===== config.mk =====
export PLATFORM = sky130hd
export DESIGN_NAME = peak_meter
export DESIGN_NICKNAME = d
export VERILOG_FILES = /design/src/rtl/peak_meter_pkg.sv /design/src/rtl/peak_channel.sv /design/src/rtl/peak_meter.sv
export SDC_FILE = /design/constraint.sdc
export NUM_CORES = 1
export LEC_CHECK = 0
export ABC_CLOCK_PERIOD_IN_PS = 2800
export CAP_MARGIN = 10
export CORE_MARGIN = 5
export CORE_UTILIZATION = 50
export DETAILED_ROUTE_END_ITERATION = 7
export GPL_TIMING_DRIVEN = 0
export HOLD_SLACK_MARGIN = 0.03
export PLACE_DENSITY = 0.76
export SLEW_MARGIN = 5
export SYNTH_ARGS = -nofsm -noshare
export SYNTH_HDL_FRONTEND = slang
export SYNTH_HIERARCHICAL = 1
export SYNTH_SLANG_ARGS = --single-unit

===== constraint.sdc =====
create_clock -name clock -period 2.8 [get_ports clock]
set_clock_uncertainty 0.05 [all_clocks]
set_input_delay 0.28 -clock clock [delete_from_list [all_inputs] [get_ports clock]]
set_output_delay 0.28 -clock clock [all_outputs]
set_load 0.01 [all_outputs]

===== src/rtl/peak_meter_pkg.sv =====
// Shared audio constants and types for the stereo peak meter.
//   SAMPLE_W    : width of a signed mixer sample (18)
//   MAG_W       : width of the saturated magnitude (17)
//   LEVEL_W     : width of a displayed meter level (8)
//   CLIP_THRESH : magnitude that counts as a clipped sample (131071)
//   chan_state_e: per-channel meter state
//   cnt_width() : counter width for a sample-count parameter, never below 1 bit
package peak_meter_pkg;

  localparam int SAMPLE_W = 18;
  localparam int MAG_W    = 17;
  localparam int LEVEL_W  = 8;

  localparam logic [MAG_W-1:0] CLIP_THRESH = 17'd131071;

  typedef enum logic [1:0] {
    ST_IDLE  = 2'd0,  // level is 0, nothing held
    ST_HOLD  = 2'd1,  // peak frozen while hold counter runs down
    ST_DECAY = 2'd2   // level steps down once per decay period
  } chan_state_e;

  // A parameter of 1 still needs a 1-bit counter (it only ever holds 0).
  function automatic int cnt_width(input int p);
    return (p > 1) ? $clog2(p) : 1;
  endfunction

endpackage


===== src/rtl/peak_channel.sv =====
// One meter channel: saturating magnitude stage, then level/clip tracking.
//   clock    : system clock, rising edge
//   reset    : asynchronous, active-low
//   ready_i  : sample strobe; captures sample_i into the magnitude register
//   update_i : magnitude register holds a sample to be applied this cycle
//   sample_i : signed two's-complement sample
//   level_o  : held / decaying peak level
//   clip_o   : clip indicator, stretched for CLIP_HOLD samples
module peak_channel
  import peak_meter_pkg::*;
#(
  parameter int HOLD_SAMPLES  = 4800,
  parameter int DECAY_SAMPLES = 480,
  parameter int CLIP_HOLD     = 24000
) (
  input  logic                clock,
  input  logic                reset,
  input  logic                ready_i,
  input  logic                update_i,
  input  logic [SAMPLE_W-1:0] sample_i,
  output logic [LEVEL_W-1:0]  level_o,
  output logic                clip_o
);

  localparam int HOLD_W  = cnt_width(HOLD_SAMPLES);
  localparam int DECAY_W = cnt_width(DECAY_SAMPLES);
  localparam int CLIP_W  = cnt_width(CLIP_HOLD);

  localparam logic [HOLD_W-1:0]  HOLD_LAST  = HOLD_W'(HOLD_SAMPLES - 1);
  localparam logic [DECAY_W-1:0] DECAY_LAST = DECAY_W'(DECAY_SAMPLES - 1);
  localparam logic [CLIP_W-1:0]  CLIP_LAST  = CLIP_W'(CLIP_HOLD - 1);

  // ---------------- stage 1: magnitude ----------------
  logic [SAMPLE_W-1:0] abs_raw;
  logic [MAG_W-1:0]    mag_d, mag_q;

  always_comb begin
    abs_raw = sample_i[SAMPLE_W-1] ? (~sample_i + 1'b1) : sample_i;
    // Only -131072 sets the top bit of abs_raw; it saturates to full scale.
    mag_d   = abs_raw[SAMPLE_W-1] ? CLIP_THRESH : abs_raw[MAG_W-1:0];
  end

  // NOTE: sequential state is written with non-blocking assignments only, so
  // every register samples the pre-edge value of every other register.
  always_ff @(posedge clock or negedge reset) begin
    if (!reset)       mag_q <= '0;
    else if (ready_i) mag_q <= mag_d;
  end

  logic [LEVEL_W-1:0] sample_level;
  logic               sample_clip;

  assign sample_level = mag_q[MAG_W-1 -: LEVEL_W];
  assign sample_clip  = (mag_q == CLIP_THRESH);

  // ---------------- stage 2: level FSM and clip stretch ----------------
  chan_state_e        state_d, state_q;
  logic [LEVEL_W-1:0] level_d, level_q;
  logic [HOLD_W-1:0]  hold_cnt_d, hold_cnt_q;
  logic [DECAY_W-1:0] decay_cnt_d, decay_cnt_q;
  logic               clip_d, clip_q;
  logic [CLIP_W-1:0]  clip_cnt_d, clip_cnt_q;

  always_comb begin
    // NOTE: every output of this block gets a default first, so no path can
    // leave a variable unassigned and infer a latch.
    state_d     = state_q;
    level_d     = level_q;
    hold_cnt_d  = hold_cnt_q;
    decay_cnt_d = decay_cnt_q;
    clip_d      = clip_q;
    clip_cnt_d  = clip_cnt_q;

    if (update_i) begin
      // A new or equal non-zero peak always wins and restarts the hold.
      if ((sample_level >= level_q) && (sample_level != '0)) begin
        state_d     = ST_HOLD;
        level_d     = sample_level;
        hold_cnt_d  = HOLD_LAST;
        decay_cnt_d = '0;
      end else begin
        case (state_q)
          ST_IDLE: ;
          ST_HOLD: begin
            if (hold_cnt_q == '0) begin
              state_d     = ST_DECAY;
              decay_cnt_d = '0;
            end else begin
              hold_cnt_d = hold_cnt_q - 1'b1;
            end
          end
          ST_DECAY: begin
            // Level is at least 1 in DECAY; stepping from 1 lands in IDLE,
            // so the level can never wrap below 0.
            if (decay_cnt_q == DECAY_LAST) begin
              decay_cnt_d = '0;
              level_d     = level_q - 1'b1;
              if (level_q == LEVEL_W'(1)) state_d = ST_IDLE;
            end else begin
              decay_cnt_d = decay_cnt_q + 1'b1;
            end
          end
          default: state_d = ST_IDLE;
        endcase
      end

      if (sample_clip) begin
        clip_d     = 1'b1;
        clip_cnt_d = CLIP_LAST;
      end else if (clip_cnt_q != '0) begin
        clip_cnt_d = clip_cnt_q - 1'b1;
      end else begin
        clip_d = 1'b0;
      end
    end
  end

  always_ff @(posedge clock or negedge reset) begin
    if (!reset) begin
      state_q     <= ST_IDLE;
      level_q     <= '0;
      hold_cnt_q  <= '0;
      decay_cnt_q <= '0;
      clip_q      <= 1'b0;
      clip_cnt_q  <= '0;
    end else begin
      state_q     <= state_d;
      level_q     <= level_d;
      hold_cnt_q  <= hold_cnt_d;
      decay_cnt_q <= decay_cnt_d;
      clip_q      <= clip_d;
      clip_cnt_q  <= clip_cnt_d;
    end
  end

  assign level_o = level_q;
  assign clip_o  = clip_q;

endmodule


===== src/rtl/peak_meter.sv =====
// Stereo peak meter for the mixer output: per-channel held/decaying levels and
// stretched clip flags, updated two cycles after each sample strobe.
//   clock, reset             : system clock / asynchronous active-low reset
//   ready                    : one-cycle sample strobe, back-to-back allowed
//   audio_left, audio_right  : signed 18-bit samples, valid with ready
//   level_left, level_right  : 8-bit peak levels
//   clip_left, clip_right    : clip indicators
//   meter_valid              : one-cycle pulse when levels/clips were updated
module peak_meter
  import peak_meter_pkg::*;
#(
  parameter int HOLD_SAMPLES  = 4800,
  parameter int DECAY_SAMPLES = 480,
  parameter int CLIP_HOLD     = 24000
) (
  input  logic                clock,
  input  logic                reset,
  input  logic                ready,
  input  logic [SAMPLE_W-1:0] audio_left,
  input  logic [SAMPLE_W-1:0] audio_right,
  output logic [LEVEL_W-1:0]  level_left,
  output logic [LEVEL_W-1:0]  level_right,
  output logic                clip_left,
  output logic                clip_right,
  output logic                meter_valid
);

  // Valid bits track each strobe through the two stages; clearing them on
  // reset drops any in-flight sample.
  logic mag_valid_q;
  logic meter_valid_q;

  always_ff @(posedge clock or negedge reset) begin
    if (!reset) begin
      mag_valid_q   <= 1'b0;
      meter_valid_q <= 1'b0;
    end else begin
      mag_valid_q   <= ready;
      meter_valid_q <= mag_valid_q;
    end
  end

  assign meter_valid = meter_valid_q;

  peak_channel #(
    .HOLD_SAMPLES (HOLD_SAMPLES),
    .DECAY_SAMPLES(DECAY_SAMPLES),
    .CLIP_HOLD    (CLIP_HOLD)
  ) u_left (
    .clock   (clock),
    .reset   (reset),
    .ready_i (ready),
    .update_i(mag_valid_q),
    .sample_i(audio_left),
    .level_o (level_left),
    .clip_o  (clip_left)
  );

  peak_channel #(
    .HOLD_SAMPLES (HOLD_SAMPLES),
    .DECAY_SAMPLES(DECAY_SAMPLES),
    .CLIP_HOLD    (CLIP_HOLD)
  ) u_right (
    .clock   (clock),
    .reset   (reset),
    .ready_i (ready),
    .update_i(mag_valid_q),
    .sample_i(audio_right),
    .level_o (level_right),
    .clip_o  (clip_right)
  );

endmodule


==> summary.md, run 1 <==
| Metric | Value |
|---|---|
| Slew HR | a little under half |
| WP data arrival | about 3 ns |
| Critical path's largest stage delay | about 0.6 ns |
| Worst Hold Class | input port to register |
| DP Wirelength | approximately 13000 um |
| CTS HTree Levels | 4 |
| Fin crit period | roughly 2.7 ns |
| Ys async rst share | 100% |
| Reg area | 3300 um^2 |
| Pre-CTS setup slack | ~0.14 ns |
| Die area | 18400 um^2 |
| Placed Instance Area | between 8000 and 9000 um^2 |
| Antenna Diode Count | 0 |
| Adder-cell share of the synthesized area | 4.43% |
| Setup Viol. Count Final | 0 |
| Max Fclk | 0.374 GHz |
| Initial Utilization | 50.4% |
| Worst path cell trace | ha_1 -> nand2b_1 -> a2111oi_4 -> o31ai_4 -> a21oi_1 -> nand3_1 -> o21a_1 |
| Non-Filler Instances | approximately 1200 |
| CP Max Fanout | 9 |
| Cell Area, Synth | roughly 7900 um^2 |
| Post-Synth XOR/XNOR Area | 5.53% |
| Largest delay share family, worst path | compound AO/OA/AOI/OAI gates |
| Top cells by area, synth | dfrtp_1 (42%), nand2_1 (4.5%), ha_1 (4.4%) |
| Die Width | 136 um |
| WL final | between 15000 and 20000 um |
| Sink Count | 132 |
| Post-synth EDFFs | 0 |
| Critical-path top delay cell | a21oi_1 |
| Max-cap violation count | 0 |
| Compound-Gate Fraction of Synth Area | 19.5% |
| Die span in y | 136 um |
| Multi-input logic area | about 4300 um^2 |
| Clk buf depth | 2 |
| Layout fillers | approximately 1400 |
| Share of cells above drive strength 1 | roughly 7.7% |
| Clock root cell | clkbuf_16 |
| Post-layout util | around three fifths |
| Number of core rows | between 40 and 50 |
| Wire length of the first global-routing pass | 32200 um |
| Peak supply drop | roughly 0.00056 V |
| CTS clk-pin slew, worst paths | roughly 0.06 ns |
| Final instance area | 9390 um^2 |
| Leak Pwr | approximately 3.8 nW |
| Outcome | completed |
| GRT Util Overall | a little over a fifth |
| Routed Antenna Nets | 0 |
| Number of global-route vias before repair | between 6000 and 7000 |
| Power per standard cell area | about 870 nW/um^2 |
| Remaining DRCs | 0 |
| Worst-Skew Late Latency | roughly 0.42 ns |
| Fin crit share | between 90 and 100% |
| Crit path capture type | register |
| Register bit total from synthesis | between 100 and 150 |
| Pins Over Slew Limit | 0 |
| Synth area leader | dfrtp_1 |
| Post-synthesis sequential area ratio | between 40% and 50% |
| Routed WL per cell | around 16 um |
| Nets | between 1000 and 1500 |
| GRT Residual Overflow | 0 |
| IO Count | 58 |
| Num CTS Buffers | 17 |
| Multiplexer share of the synthesized area | 0.506% |
| Post-synth top area share | about two fifths |
| Main flop type after synthesis | dfrtp_1 |
| CP required | between 3 and 4 ns |
| CP startpoint kind | register |
| PnR worst setup slack | roughly 0.12 ns |
| Drt pass-1 iters | 5 |
| Largest net degree at the start of global routing | just under 70 |
| CTS tree | yes |
| PortBufs | 55 |
| Final hold violations | 0 |
| Post-layout total power | slightly above 8 mW |
| Initial drt markers | 544 |
| Mean Syn Cell Area | between 8 and 9 um^2 |
| Simple logic cell fraction of the synthesized area | about a quarter |
| Slew @ Worst Pin | 0.785 ns |
| Critical path type | register to register |
| RSZ-0062 raised after global routing | false |
| Synth warn | 6 |
| Synthesized Nets | about 960 |
| Vias | between 7000 and 8000 |
| Layout area overhead | 18.6% |
| Final Wtd Congestion | approximately 0.85 |
| Vias per cell | 5.88 |
| WP buf/inv | 0 |
| Dpl cells | between 1000 and 1500 |
| Cell count after synthesis | approximately 900 |
| Core Region | between 15000 and 20000 um^2 |
| Combinational family with the most area after synthesis | simple AND/OR/NAND/NOR gates |
| Distinct cells, synth | between 60 and 70 |
| Initial antenna violation count | 0 |
==> synthesized netlist by cell type (5+ instances only) <==
cell type  instances
dfrtp_1          132
a32oi_1            6
buf_2              8
and4_1             6
nand3_1           26
or3_1             23
ha_1              28
or3_2              5
nand2b_1          10
nand3b_1           8
a21oi_1           64
nor2b_1            6
o21a_1             6
nand4_1           22
a221oi_1           6
a21o_1             8
clkbuf_1          20
inv_1             40
xnor2_1           12
nor4_1            20
o21ai_0           60
a31oi_1            8
xor2_1            38
nand2_1           94
nor2_1            80
o31ai_1           20
nor3_1            36
==> cell families (layout without fill, tap and decap cells) <==
group,after synthesis,in the layout
and+or+nand+nor,374,374
AOI/OAI and AO/OA,232,232
DFF,132,132
buffers and inverters,70,159
xor gates and xnor gates,50,50
adders and majority gates,28,28
muxes,4,4
==> per-stage QoR <==
stage	setup TNS [ns]	hold WS (ns)
floorplan	0	-0.0656
global placement	-502.59	0.417
detailed placement	0	0.260
CTS	0	0.324
global route	0	0.328
finish	0	0.335
==> path summary, 6_finish.rpt <==
path / start / endpoint / slack [ns] / cells after the start
setup / recovery: u_left/level_o[0] / u_left/hold_cnt_q[4] / 0.12 / 7
hold / removal: ready / mag_valid_q / 0.33 / 1
setup reg to reg: u_left/level_o[0] / u_left/hold_cnt_q[4] / 0.12 / 7
hold reg to reg: u_left/clip_o / u_left/clip_o / 0.43 / 2
max in group asynchronous: reset / u_left/hold_cnt_q[7] / 1.59 / 3
min in group asynchronous: reset / u_right/level_o[1] / 0.36 / 2
==> metal layers <==
metal	global-route usage, %	wire length, um
met3	3.44	964
met5	0	0
met2	34.6	8750
met4	6.22	310
met1	29.4	8670
==> worst register-to-register path: stages (launching register included) <==
cell	delay, ns
dfrtp_1	0.46
ha_1	0.32
nand2b_1	0.18
a2111oi_4	0.46
o31ai_4	0.21
a21oi_1	0.61
nand3_1	0.15
o21a_1	0.13
==> power breakdown <==
part	leakage, nW	switching [mW]	internal (mW)
registers	1.57	0.560	2.39
logic	1.97	1.71	1.25
clock network	0.295	0.808	1.42
==> registers in the layout, summed over array words and instances (netlist names), 2 cells and up <==
| name | flops |
|---|---|
| u_right/mag_q | 17 |
| u_left/clip_cnt_q | 15 |
| u_right/clip_cnt_q | 15 |
| u_right/decay_cnt_q | 9 |
| u_right/state_q | 2 |
| u_right/level_o | 8 |
| u_left/decay_cnt_q | 9 |
| u_right/hold_cnt_q | 13 |
| u_left/mag_q | 17 |
| u_left/level_o | 8 |
| u_left/state_q | 2 |
| u_left/hold_cnt_q | 13 |
==> cells in the final DEF (no fill, tap or decap), types with 5 or more instances in the layout <==
cell type	Yosys	final
nand3_1	26	26
xor2_1	38	38
nor2b_1	6	6
ha_1	28	28
a21oi_1	64	63
and4_1	6	6
or3_1	23	23
a21o_1	8	8
clkdlybuf4s50_1	0	54
or3_2	5	5
dfrtp_1	132	132
a32oi_1	6	6
o31ai_1	20	20
nor4_1	20	20
buf_2	8	7
xnor2_1	12	12
nor2_1	80	80
nor3_1	36	36
nand4_1	22	22
nand2b_1	10	10
o21ai_0	60	59
o21a_1	6	6
nand3b_1	8	8
clkinv_2	0	5
inv_1	40	40
clkbuf_1	20	21
clkbuf_8	0	5
a31oi_1	8	8
a221oi_1	6	6
clkbuf_16	0	17
nand2_1	94	94
==> what timing repair did <==
item                                    CTS  global route
resized for setup                         0             5
endpoints found under the setup margin    0             7
endpoints found under the hold margin    64             0
setup buffers                             0             0
hold buffers                              1             0
==> layout make-up <==
cell class / instances / share of cell area [%]
multi-input combinational: 688 / 46.2
sequential: 132 / 35.2
timing repair buffer: 57 / 6.28
clock buffer: 23 / 5.30
tap: 216 / 2.88
inverter: 40 / 1.60
buffer: 30 / 1.49
clock inverter: 9 / 1.07
Note: power is estimated with default switching activity, not from simulation.
==> run 2, diff against run 1 <==
--- a/config.mk
+++ b/config.mk
@@ -5,14 +5,18 @@
 export SDC_FILE = /design/constraint.sdc
 export NUM_CORES = 1
 export LEC_CHECK = 0
+export ABC_AREA = 1
 export ABC_CLOCK_PERIOD_IN_PS = 2800
 export CAP_MARGIN = 10
+export CELL_PAD_IN_SITES_DETAIL_PLACEMENT = 0
+export CELL_PAD_IN_SITES_GLOBAL_PLACEMENT = 1
+export CORE_ASPECT_RATIO = 0.8
 export CORE_MARGIN = 5
-export CORE_UTILIZATION = 50
+export CORE_UTILIZATION = 45
 export DETAILED_ROUTE_END_ITERATION = 7
 export GPL_TIMING_DRIVEN = 0
 export HOLD_SLACK_MARGIN = 0.03
-export PLACE_DENSITY = 0.76
+export PLACE_DENSITY = 0.87
 export SLEW_MARGIN = 5
 export SYNTH_ARGS = -nofsm -noshare
 export SYNTH_HDL_FRONTEND = slang
==> run 2 against run 1 <==
Critical path type unchanged; largest cell class unchanged; critical endpoint is now u_right/hold_cnt_q[2]; maximum frequency increased by 21%; die area increased by 24%; sequential power decreased by 2%.
==> summary.md, run 2 <==
| Metric | Value |
|---|---|
| Final instance area | 10500 um^2 (was 9390 um^2) |
| Mean Syn Cell Area | 7.61 um^2 (was 8.89 um^2) |
| Setup Viol. Count Final | 0 (unchanged) |
| Resized cells post-CTS | 0 (unchanged) |
| Layout area overhead | 17.1% (was 18.6%) |
| Die Width | 168 um (was 136 um) |
| CP required | 3.06 ns (about the same) |
| Post-synth top area share | 36.7% (was 41.7%) |
| Post-layout util | 53.4% (was 59.7%) |
| Slew HR | 61.1% (was 47.2%) |
| Logic depth of the worst setup path including buffers | 13 (was 7) |
| Post-synthesis sequential area ratio | 36.7% (was 41.7%) |
| Flop2flop setup slack | 0.60 ns (was 0.12 ns) |
| Most common cell after layout, fill and taps aside | nand2_1 (was dfrtp_1) |
| Final hold violations | 0 (unchanged) |
| Number of global-route vias before repair | 7434 (was 6759) |
| Register bit total from synthesis | 132 (unchanged) |
| CTS tree | yes (unchanged) |
| Peak supply drop | 0.000416 V (was 0.000558 V) |
| Leak Pwr | 4.89 nW (was 3.83 nW) |
| Share of cells above drive strength 1 | 13.7% (was 7.66%) |
| Most frequent cell after synthesis | nand2_1 (was dfrtp_1) |
| Critical path's largest stage delay | 0.46 ns (was 0.60 ns) |
| Slew @ Worst Pin | 0.584 ns (was 0.785 ns) |
| Largest registers | u_left/mag_q: 17 flops, u_right/mag_q: 17 flops (unchanged) |
| Fin crit period | 2.20 ns (was 2.68 ns) |
| Final TNS setup | 0 ns (unchanged) |
| FF-to-FF End | u_right/hold_cnt_q[2] (was u_left/hold_cnt_q[4]) |
| Core Region | 19700 um^2 (was 15700 um^2) |
| PortBufs | 57 (was 55) |
| Post-synth EDFFs | 0 (unchanged) |
| IO Count | 58 (unchanged) |
| Drt pass-1 iters | 5 (unchanged) |
| Final Wtd Congestion | 0.850 (was 0.853) |
| Worst-Skew Late Latency | 0.42 ns (about the same) |
| CTS HTree Levels | 4 (unchanged) |
| Cell Area, Synth | 9000 um^2 (was 7920 um^2) |
| Crit path capture type | register (unchanged) |
| Antenna Diode Count | 0 (unchanged) |
| GRT Util Overall | 18.9% (was 21.2%) |
| Reg2reg start | u_right/level_o[2] (was u_left/level_o[0]) |
| Die area | 22900 um^2 (was 18400 um^2) |
| Nets | 1327 (was 1033) |
| CP startpoint kind | register (unchanged) |
| DP Wirelength | 15500 um (was 13300 um) |
| CP Max Fanout | 10 (was 9) |
| RSZ-0062 raised after global routing | false (unchanged) |
| Synthesized Nets | 1249 (was 957) |
| Num CTS Buffers | 17 (unchanged) |
| Remaining DRCs | 0 (unchanged) |
| Critical Path Sink | u_right/hold_cnt_q[2] (was u_left/hold_cnt_q[4]) |
| Power per standard cell area | 891 nW/um^2 (was 867 nW/um^2) |
| Critical-path top delay cell | dfrtp_1 (was a21oi_1) |
| Worst path cell trace | inv_1 -> ha_1 -> nand2_1 -> inv_1 -> nand2_1 -> nand2_1 -> nand2_1 -> nand3_2 -> nand2_4 -> buf_2 -> nand3_1 -> nand2_1 -> o21ai_2 (was ha_1 -> nand2b_1 -> a2111oi_4 -> o31ai_4 -> a21oi_1 -> nand3_1 -> o21a_1) |
| Vias per cell | 5.06 (was 5.88) |
| Ys async rst share | 100% (unchanged) |
| Outcome | completed (unchanged) |
| Commonest cells after routing, fill and taps aside | nand2_1 (256), nor2_1 (148), dfrtp_1 (132) (was dfrtp_1 (132), nand2_1 (94), nor2_1 (80)) |
| Cell count after synthesis | 1182 (was 890) |
| Number of core rows | 46 (unchanged) |
| Routed WL per cell | 13.5 um (was 15.6 um) |
| Non-Filler Instances | 1537 (was 1195) |
| Critical path type | register to register (unchanged) |
| CTS clk-pin slew, worst paths | 0.06 ns (about the same) |
| Worst reg2reg path depth | 13 (was 7) |
| Top cells by area, synth | dfrtp_1 (37%), nand2_1 (11%), xor2_1 (6.8%) (was dfrtp_1 (42%), nand2_1 (4.5%), ha_1 (4.4%)) |
| WL final | 20800 um (was 18700 um) |
| Largest net degree at the start of global routing | 73 (was 69) |
| Synth area leader | dfrtp_1 (unchanged) |
| Critical path startpoint | u_right/level_o[2] (was u_left/level_o[0]) |
| Clk buf depth | 2 (unchanged) |
| Wire length of the first global-routing pass | 36000 um (was 32200 um) |
| Max Fclk | 0.454 GHz (was 0.374 GHz) |
| Vias | 7782 (was 7021) |
| Worst Hold Class | input port to asynchronous set/reset pin (was input port to register) |
| Initial antenna violation count | 0 (unchanged) |
| Dpl cells | 1504 (was 1162) |
| Synth warn | 6 (unchanged) |
| WP data arrival | 2.46 ns (was 2.93 ns) |
| Fin crit share | 78.7% (was 95.6%) |
| Synth cell count leaders | nand2_1 (256), nor2_1 (148), dfrtp_1 (132), inv_1 (130), xor2_1 (70) (was dfrtp_1 (132), nand2_1 (94), nor2_1 (80), a21oi_1 (64), o21ai_0 (60)) |
| Clock root cell | clkbuf_16 (unchanged) |
| WP buf/inv | 3 (was 0) |
| Initial drt markers | 477 (was 544) |
| Pins Over Slew Limit | 0 (unchanged) |
| Routed Antenna Nets | 0 (unchanged) |
| Distinct cells, synth | 42 (was 62) |
| Die span in y | 136 um (about the same) |
| Placed Instance Area | 9930 um^2 (was 8760 um^2) |
| Sink Count | 132 (unchanged) |
| GRT Residual Overflow | 0 (unchanged) |
| Main flop type after synthesis | dfrtp_1 (unchanged) |
| Largest delay share family, worst path | simple AND/OR/NAND/NOR gates (was compound AO/OA/AOI/OAI gates) |
| CP dominant cell by count | nand2_1 |
| Initial Utilization | 45.6% (was 50.4%) |
| Hold_ws | 0.358 ns (was 0.335 ns) |
| Max-cap violation count | 0 (unchanged) |
run 2: per-layer routing:
layer / up-vias / GRT usage (%) / routed length, um
li1: 3999 / - / -
met4: 0 / 4.15 / 160
met3: 11 / 3.90 / 897
met5: - / 0 / 0
met2: 130 / 28.5 / 8980
met1: 3642 / 28.1 / 10800
run 2: kinds of logic (layout without fill, tap and decap cells):
| family | count (synthesis) | count (layout) | share of synthesized area (%) |
|---|---|---|---|
| adders and majority gates | 28 | 28 | 3.89 |
| and+or+nand+nor | 590 | 590 | 30.4 |
| xor gates and xnor gates | 80 | 80 | 7.79 |
| buffers and inverters | 174 | 265 | 8.68 |
| DFF | 132 | 132 | 36.7 |
| AOI/OAI and AO/OA | 178 | 178 | 12.6 |
run 2: how the worst min path moves through the flow:
stage                             to             startpoint  cells past startpoint  slack (ns)
4_1_cts             u_left/mag_q[11]                  reset                      2        0.37
5_1_grt             u_left/mag_q[11]                  reset                      2        0.41
3_3_place_gp   u_left/clip_cnt_q[14]  u_left/clip_cnt_q[14]                      2        0.41
6_report            u_left/mag_q[11]                  reset                      2        0.36
2_1_floorplan            mag_valid_q                  reset                      0       -0.07
3_5_place_dp        u_left/mag_q[11]                  reset                      1        0.25
run 2: per-stage QoR:
step | power, mW | setup WS [ns]
2_1_floorplan | 5.99 | 0.870
3_3_place_gp | 7.05 | -4.14
3_5_place_dp | 7.14 | 0.565
4_1_cts | 9.47 | 0.609
5_1_grt | 10.2 | 0.389
6_report | 9.39 | 0.598
run 2: area by class of cell:
type                    instances  area, um^2
fillers                      1913        9200
plain buffers                  26         195
inverters                     148         586
clock buffers                  19         453
repair buffers                 59         609
well taps                     264         330
clock inverters                13         150
multi-input cells             876        4910
flip-flops and latches        132        3300
run 2: what timing repair did:
item	4_1_cts	5_1_grt
hold buffers	1	0
endpoints found under the hold margin	60	0
buffers inserted	0	0
run 2: worst reg2reg max path: stages (launching register included):
cell and delay, ns:
dfrtp_1 0.46, inv_1 0.15, ha_1 0.32, nand2_1 0.07, inv_1 0.04, nand2_1 0.05
nand2_1 0.04, nand2_1 0.06, nand3_2 0.12, nand2_4 0.15, buf_2 0.28, nand3_1 0.13
nand2_1 0.11, o21ai_2 0.05
run 2: power breakdown:
part	internal [mW]	switching, mW	leakage, nW
Combinational	1.62	2.61	2.98
Sequential	2.41	0.486	1.63
Clock	1.37	0.892	0.279
Total	5.40	3.99	4.89
